===== src/rtl/varredor_display_4.sv =====
// varredor_display_4: 4-digit multiplexed display scanner with frame-synchronous shadow load.
// Define APAGA_ZEROS_EN to enable leading-zero blanking on ativo.
module varredor_display_4 #(
    parameter int DIV = 4
) (
    input  logic        clk,
    input  logic        rst_n,
    input  logic        en,
    input  logic        atualiza,
    input  logic [15:0] digitos,
    output logic        B,
    output logic        A,
    output logic [3:0]  dado,
    output logic        ativo,
    output logic        passo,
    output logic        quadro,
    output logic        pendente
);
    localparam int CW = (DIV > 1) ? $clog2(DIV) : 1;
    localparam logic [CW-1:0] LAST = CW'(DIV - 1);
    logic [CW-1:0] cnt_q, cnt_d;
    logic [1:0]    sel_q, sel_d;
    logic [15:0]   shadow_q, shadow_d;
    logic          pend_q, pend_d, passo_q, passo_d, quadro_q, quadro_d;
    logic          adv, wrap;
    always_comb begin
        adv      = en && (cnt_q == LAST);
        wrap     = adv && (sel_q == 2'd3);
        cnt_d    = !en ? cnt_q : (adv ? '0 : cnt_q + 1'b1);
        sel_d    = adv ? sel_q + 2'd1 : sel_q;
        shadow_d = (wrap && (pend_q || atualiza)) ? digitos : shadow_q;
        pend_d   = wrap ? 1'b0 : (pend_q || atualiza);
        passo_d  = adv;
        quadro_d = wrap;
    end
    always_ff @(posedge clk or negedge rst_n) begin
        if (!rst_n) begin
            cnt_q    <= '0;
            sel_q    <= '0;
            shadow_q <= '0;
            pend_q   <= 1'b0;
            passo_q  <= 1'b0;
            quadro_q <= 1'b0;
        end else begin
            cnt_q    <= cnt_d;
            sel_q    <= sel_d;
            shadow_q <= shadow_d;
            pend_q   <= pend_d;
            passo_q  <= passo_d;
            quadro_q <= quadro_d;
        end
    end
    assign {B, A}   = sel_q;
    assign dado     = shadow_q[{sel_q, 2'b00} +: 4];
    assign passo    = passo_q;
    assign quadro   = quadro_q;
    assign pendente = pend_q;
`ifdef APAGA_ZEROS_EN
    // Blank when this nibble and all higher ones are zero; digit 0 is always shown.
    assign ativo = (sel_q == 2'd0) || (|(shadow_q >> {sel_q, 2'b00}));
`else
    assign ativo = 1'b1;
`endif
endmodule


===== config.mk =====
export PLATFORM = sky130hd
export DESIGN_NAME = varredor_display_4
export DESIGN_NICKNAME = d
export VERILOG_FILES = /design/src/rtl/varredor_display_4.sv
export SDC_FILE = /design/constraint.sdc
export NUM_CORES = 1
export LEC_CHECK = 0
export CORE_AREA = 3 3 55 57
export DETAILED_ROUTE_END_ITERATION = 16
export DIE_AREA = 0 0 58 60
export PLACE_DENSITY = 0.7
export SLEW_MARGIN = 40
export SYNTH_ARGS = -nofsm -noshare
export SYNTH_HDL_FRONTEND = slang
export SYNTH_SLANG_ARGS = --single-unit

===== constraint.sdc =====
create_clock -name clk -period 1.7 [get_ports clk]
set_clock_uncertainty 0.15 [all_clocks]
set_input_delay 0.255 -clock clk [delete_from_list [all_inputs] [get_ports clk]]
set_output_delay 0.255 -clock clk [all_outputs]
set_load 0.05 [all_outputs]

==> out/results.txt <==
The tools report the aggregate routed wire length as 1.84 mm. Post-synthesis async set-or-reset flop share: 100%. Timing endpoint of the critical path: dado[0].

The worst setup slack after layout is -216 ps, and the overall die height is 60 µm. The repair_antennas step left the layout with diodes totalling 0. For this run, the post-layout net count is 119.

The depth of the worst register-to-register path is 4, and the number of buffers inserted by port buffering is 28. The part of the cycle the worst path needs was 113%; the buffer and inverter count on the worst path was 1. The floorplan step defined a die boundary enclosing 0.00348 mm². The worst setup path is launched from a register.

TritonCTS built the clock tree. The tools report the worst-case hold slack as 132 ps. The run gives 4 as the number of endpoints failing setup at the final stage. The final-report hold violation count was 0. The multi-input gate area in the final layout is 430 µm², and the number of iterations in the first detailed-routing pass is 4.

Summed over all cells, the static leakage comes to 0.000700 µW. Across the run, the number of max-cap violations was 0. The share of the synthesized area in the top cell type came out at 55.7%. The first global-routing pass estimated 2.93 mm of wire. Once placement finished, the instance area stood at 0.00140 mm². The slack of the worst reg-to-reg path was 40 ps; the routed length per placed instance was 14.6 µm.

The worst setup path is captured at an output pin. The beginning of the worst register-to-register path is sel_q[0]$_DFFE_PN0P_. The clock-pin slew reported for the worst setup and hold paths after clock tree synthesis was 120 ps.

Summed over all instances, the cell type with the most area after synthesis is sky130_fd_sc_hd__dfrtp_1. The final reports fail on negative setup slack. The library cell contributing the largest single delay on the critical path was sky130_fd_sc_hd__mux4_2.

Relative to the synthesized area, the layout overhead comes to 42.1%. For this design the top-level I/O count stands at 30. The clock net in this run drives a total of 23 sinks. The fraction of layout instances using a drive strength above 1 was 46.9%.

Once layout is complete, the utilization of the core stands at 58.2%. Count of flip-flops with a built-in enable after synthesis: 0. After synthesis, the most frequently instantiated cells are sky130_fd_sc_hd__dfrtp_1 (23), sky130_fd_sc_hd__mux2_4 (10), sky130_fd_sc_hd__mux2_2 (8), sky130_fd_sc_hd__mux4_2 (4).

The post-synthesis sequential element count was 23. The cell count after synthesis came out at 60. The cell row count is 18. Start-to-end type of the worst setup path: reg2out. The final estimated routing congestion in global placement is 0.669. The via count normalized by instance count is 4.87, and the final-layout setup total negative slack is -842 ps. By area the synthesized netlist is led by sky130_fd_sc_hd__dfrtp_1 (56%), sky130_fd_sc_hd__mux2_4 (15%), sky130_fd_sc_hd__mux2_2 (8.7%). The logs give 0 for the initial antenna violation count and 1060 µV for the highest ir drop seen on vdd.

The mean instance size in the synthesized netlist came out at 17.2 µm². The root buffer cell chosen for the clock tree is sky130_fd_sc_hd__clkbuf_4. Data arrives at the worst endpoint at 1510 ps.

The logs give 0.00147 mm² for the final instance area and 0 for the number of hold-repair buffers added at the cts stage. The first routing iteration left 17 violations. In this run the horizontal extent of the chip is 58 µm.

Yosys instantiated no cell more often than sky130_fd_sc_hd__dfrtp_1. The tools report the launch point of the worst path as sel_q[0]$_DFFE_PN0P_. The tools report the count of unresolved DRC violations after routing as 0.

The post-synthesis net count came out at 82. For the number of antenna-violating nets in the routed design, the log shows 0. The most used flip-flop cell after synthesis is sky130_fd_sc_hd__dfrtp_1. For the required time reported for the critical path endpoint, the log shows 1290 ps. The filler cells instantiated in the layout total 214.

The worst register-to-register path ends at shadow_q[2]$_DFFE_PN0P_. The flow ran to the end, but the final reports show violations. Derived from the worst setup path, the maximum achievable clock frequency is 522 MHz. Worst slack after detailed placement: -76.1 ps.

The run gives 55.7% as the sequential share of the synthesized area. The critical path crosses 2 cells after its start point. The smallest clock period supported by the final layout is computed as 1920 ps. The distinct cell type count of the synthesized netlist was 17; the largest buffer count on any clock path was 2. The core footprint came out at 0.00252 mm². After synthesis the cells add up to 0.00103 mm². The Yosys warning count is 0. For the total via count in the routed design, the log shows 613. Number of global-route vias before repair: 608.

The highest cell delay on the worst timing path is 540 ps, and the initial core utilization is 41.0%. Among cell families on the critical path, the largest total delay comes from multiplexers. Clock latency of the later-clocked register in the worst-skew pair: 300 ps. Setup repair after global routing could not meet its margin everywhere. The number of pins exceeding their max-slew limit in the final report is 0, and the area used by sequential logic in the layout is 578 µm². In this run the worst hold path is classified as in2async. The maximum level of the CTS H-tree came out at 1.

Entering global routing, the biggest net connects 24 pins. The logs give 11.6% for the global router's overall resource usage and 3 for the number of buffers added by the clock tree synthesis step. Dividing total power by cell area gives a power density of 1810 mW/mm². For the total global routing overflow, the log shows 0. Peak fanout along the critical path: 6.

Walking the worst path, the cells encountered are mux4_2 -> buf_6.
## stage by stage
step / total power [µW] / std cells
final: 2660 / 126
after global routing: 2810 / 126
after floorplan: 1890 / 60
after global placement: 2310 / 120
after detailed placement: 2350 / 120
after CTS: 2670 / 124
## sequential cells by signal (all words and copies together) (netlist names)
| name | cells |
|---|---|
| sel_q | 2 |
| quadro | 1 |
| shadow_q | 16 |
| cnt_q | 2 |
| passo | 1 |
| pendente | 1 |
## worst min-delay path by stage
| stage | start | to | slack, ps |
|---|---|---|---|
| 4_1_cts | rst_n | shadow_q[7]$_DFFE_PN0P_ | 140 |
| 3_5_place_dp | shadow_q[10]$_DFFE_PN0P_ | shadow_q[10]$_DFFE_PN0P_ | 340 |
| 3_3_place_gp | cnt_q[0]$_DFFE_PN0P_ | cnt_q[0]$_DFFE_PN0P_ | 320 |
| 5_1_grt | rst_n | shadow_q[7]$_DFFE_PN0P_ | 130 |
| 2_1_floorplan | rst_n | cnt_q[0]$_DFFE_PN0P_ | -190 |
| 6_report | rst_n | shadow_q[7]$_DFFE_PN0P_ | 130 |
## kinds of logic (layout without fill, tap and decap cells)
logic type / after synthesis / count (layout) / share of synthesized area, %
DFF: 23 / 23 / 55.7
buffers and inverters: 4 / 40 / 2.66
xor gates and xnor gates: 1 / 1 / 0.848
adders and majority gates: 2 / 2 / 2.42
AOI/OAI and AO/OA: 1 / 1 / 2.54
muxes: 23 / 23 / 32.9
and+or+nand+nor: 5 / 5 / 2.54
other: 1 / 1 / 0.363
## layout by cell type (no fill, tap or decap)
cell                              instances
sky130_fd_sc_hd__dfrtp_1                 21
sky130_fd_sc_hd__clkdlybuf4s50_1         19
sky130_fd_sc_hd__mux2_4                  10
sky130_fd_sc_hd__mux2_2                   8
sky130_fd_sc_hd__buf_4                    7
sky130_fd_sc_hd__mux4_2                   4
sky130_fd_sc_hd__buf_6                    4
sky130_fd_sc_hd__buf_12                   4
sky130_fd_sc_hd__clkbuf_4                 3
sky130_fd_sc_hd__nor2_1                   2
sky130_fd_sc_hd__ha_1                     2
sky130_fd_sc_hd__dfrtp_2                  2
sky130_fd_sc_hd__nand2_1                  1
sky130_fd_sc_hd__inv_1                    1
sky130_fd_sc_hd__and3_2                   1
sky130_fd_sc_hd__o2111ai_4                1
sky130_fd_sc_hd__xnor2_1                  1
sky130_fd_sc_hd__or2b_1                   1
sky130_fd_sc_hd__mux2i_1                  1
sky130_fd_sc_hd__conb_1                   1
sky130_fd_sc_hd__clkbuf_1                 1
sky130_fd_sc_hd__clkbuf_16                1
## layer usage
metal,vias to the layer above,share of wire [%],global-route usage [%]
li1,283,-,-
met4,0,0.98,5.96
met1,308,41,15.1
met5,-,0,0
met3,2,7.1,2.81
met2,20,50,17.9
## repair_timing
action / CTS / global route
gates resized for setup: 4 / 0
setup buffers: 0 / 1
setup endpoints to repair: 4 / 9
cloned: 0 / 1
## area by class of cell
cell class | instances | share of cell area (%)
clock buffer | 4 | 1.79
multi-input combinational | 33 | 29.3
tap | 30 | 2.56
timing repair buffer | 35 | 26.7
inverter | 1 | 0.256
sequential | 23 | 39.4
## report_power, final
part           total [µW]  switching (µW)  internal [µW]
logic                1490             708            777
clock network         248             156           91.4
registers             927             151            776
total                2660            1010           1640
(Power assumes the default switching activity.)
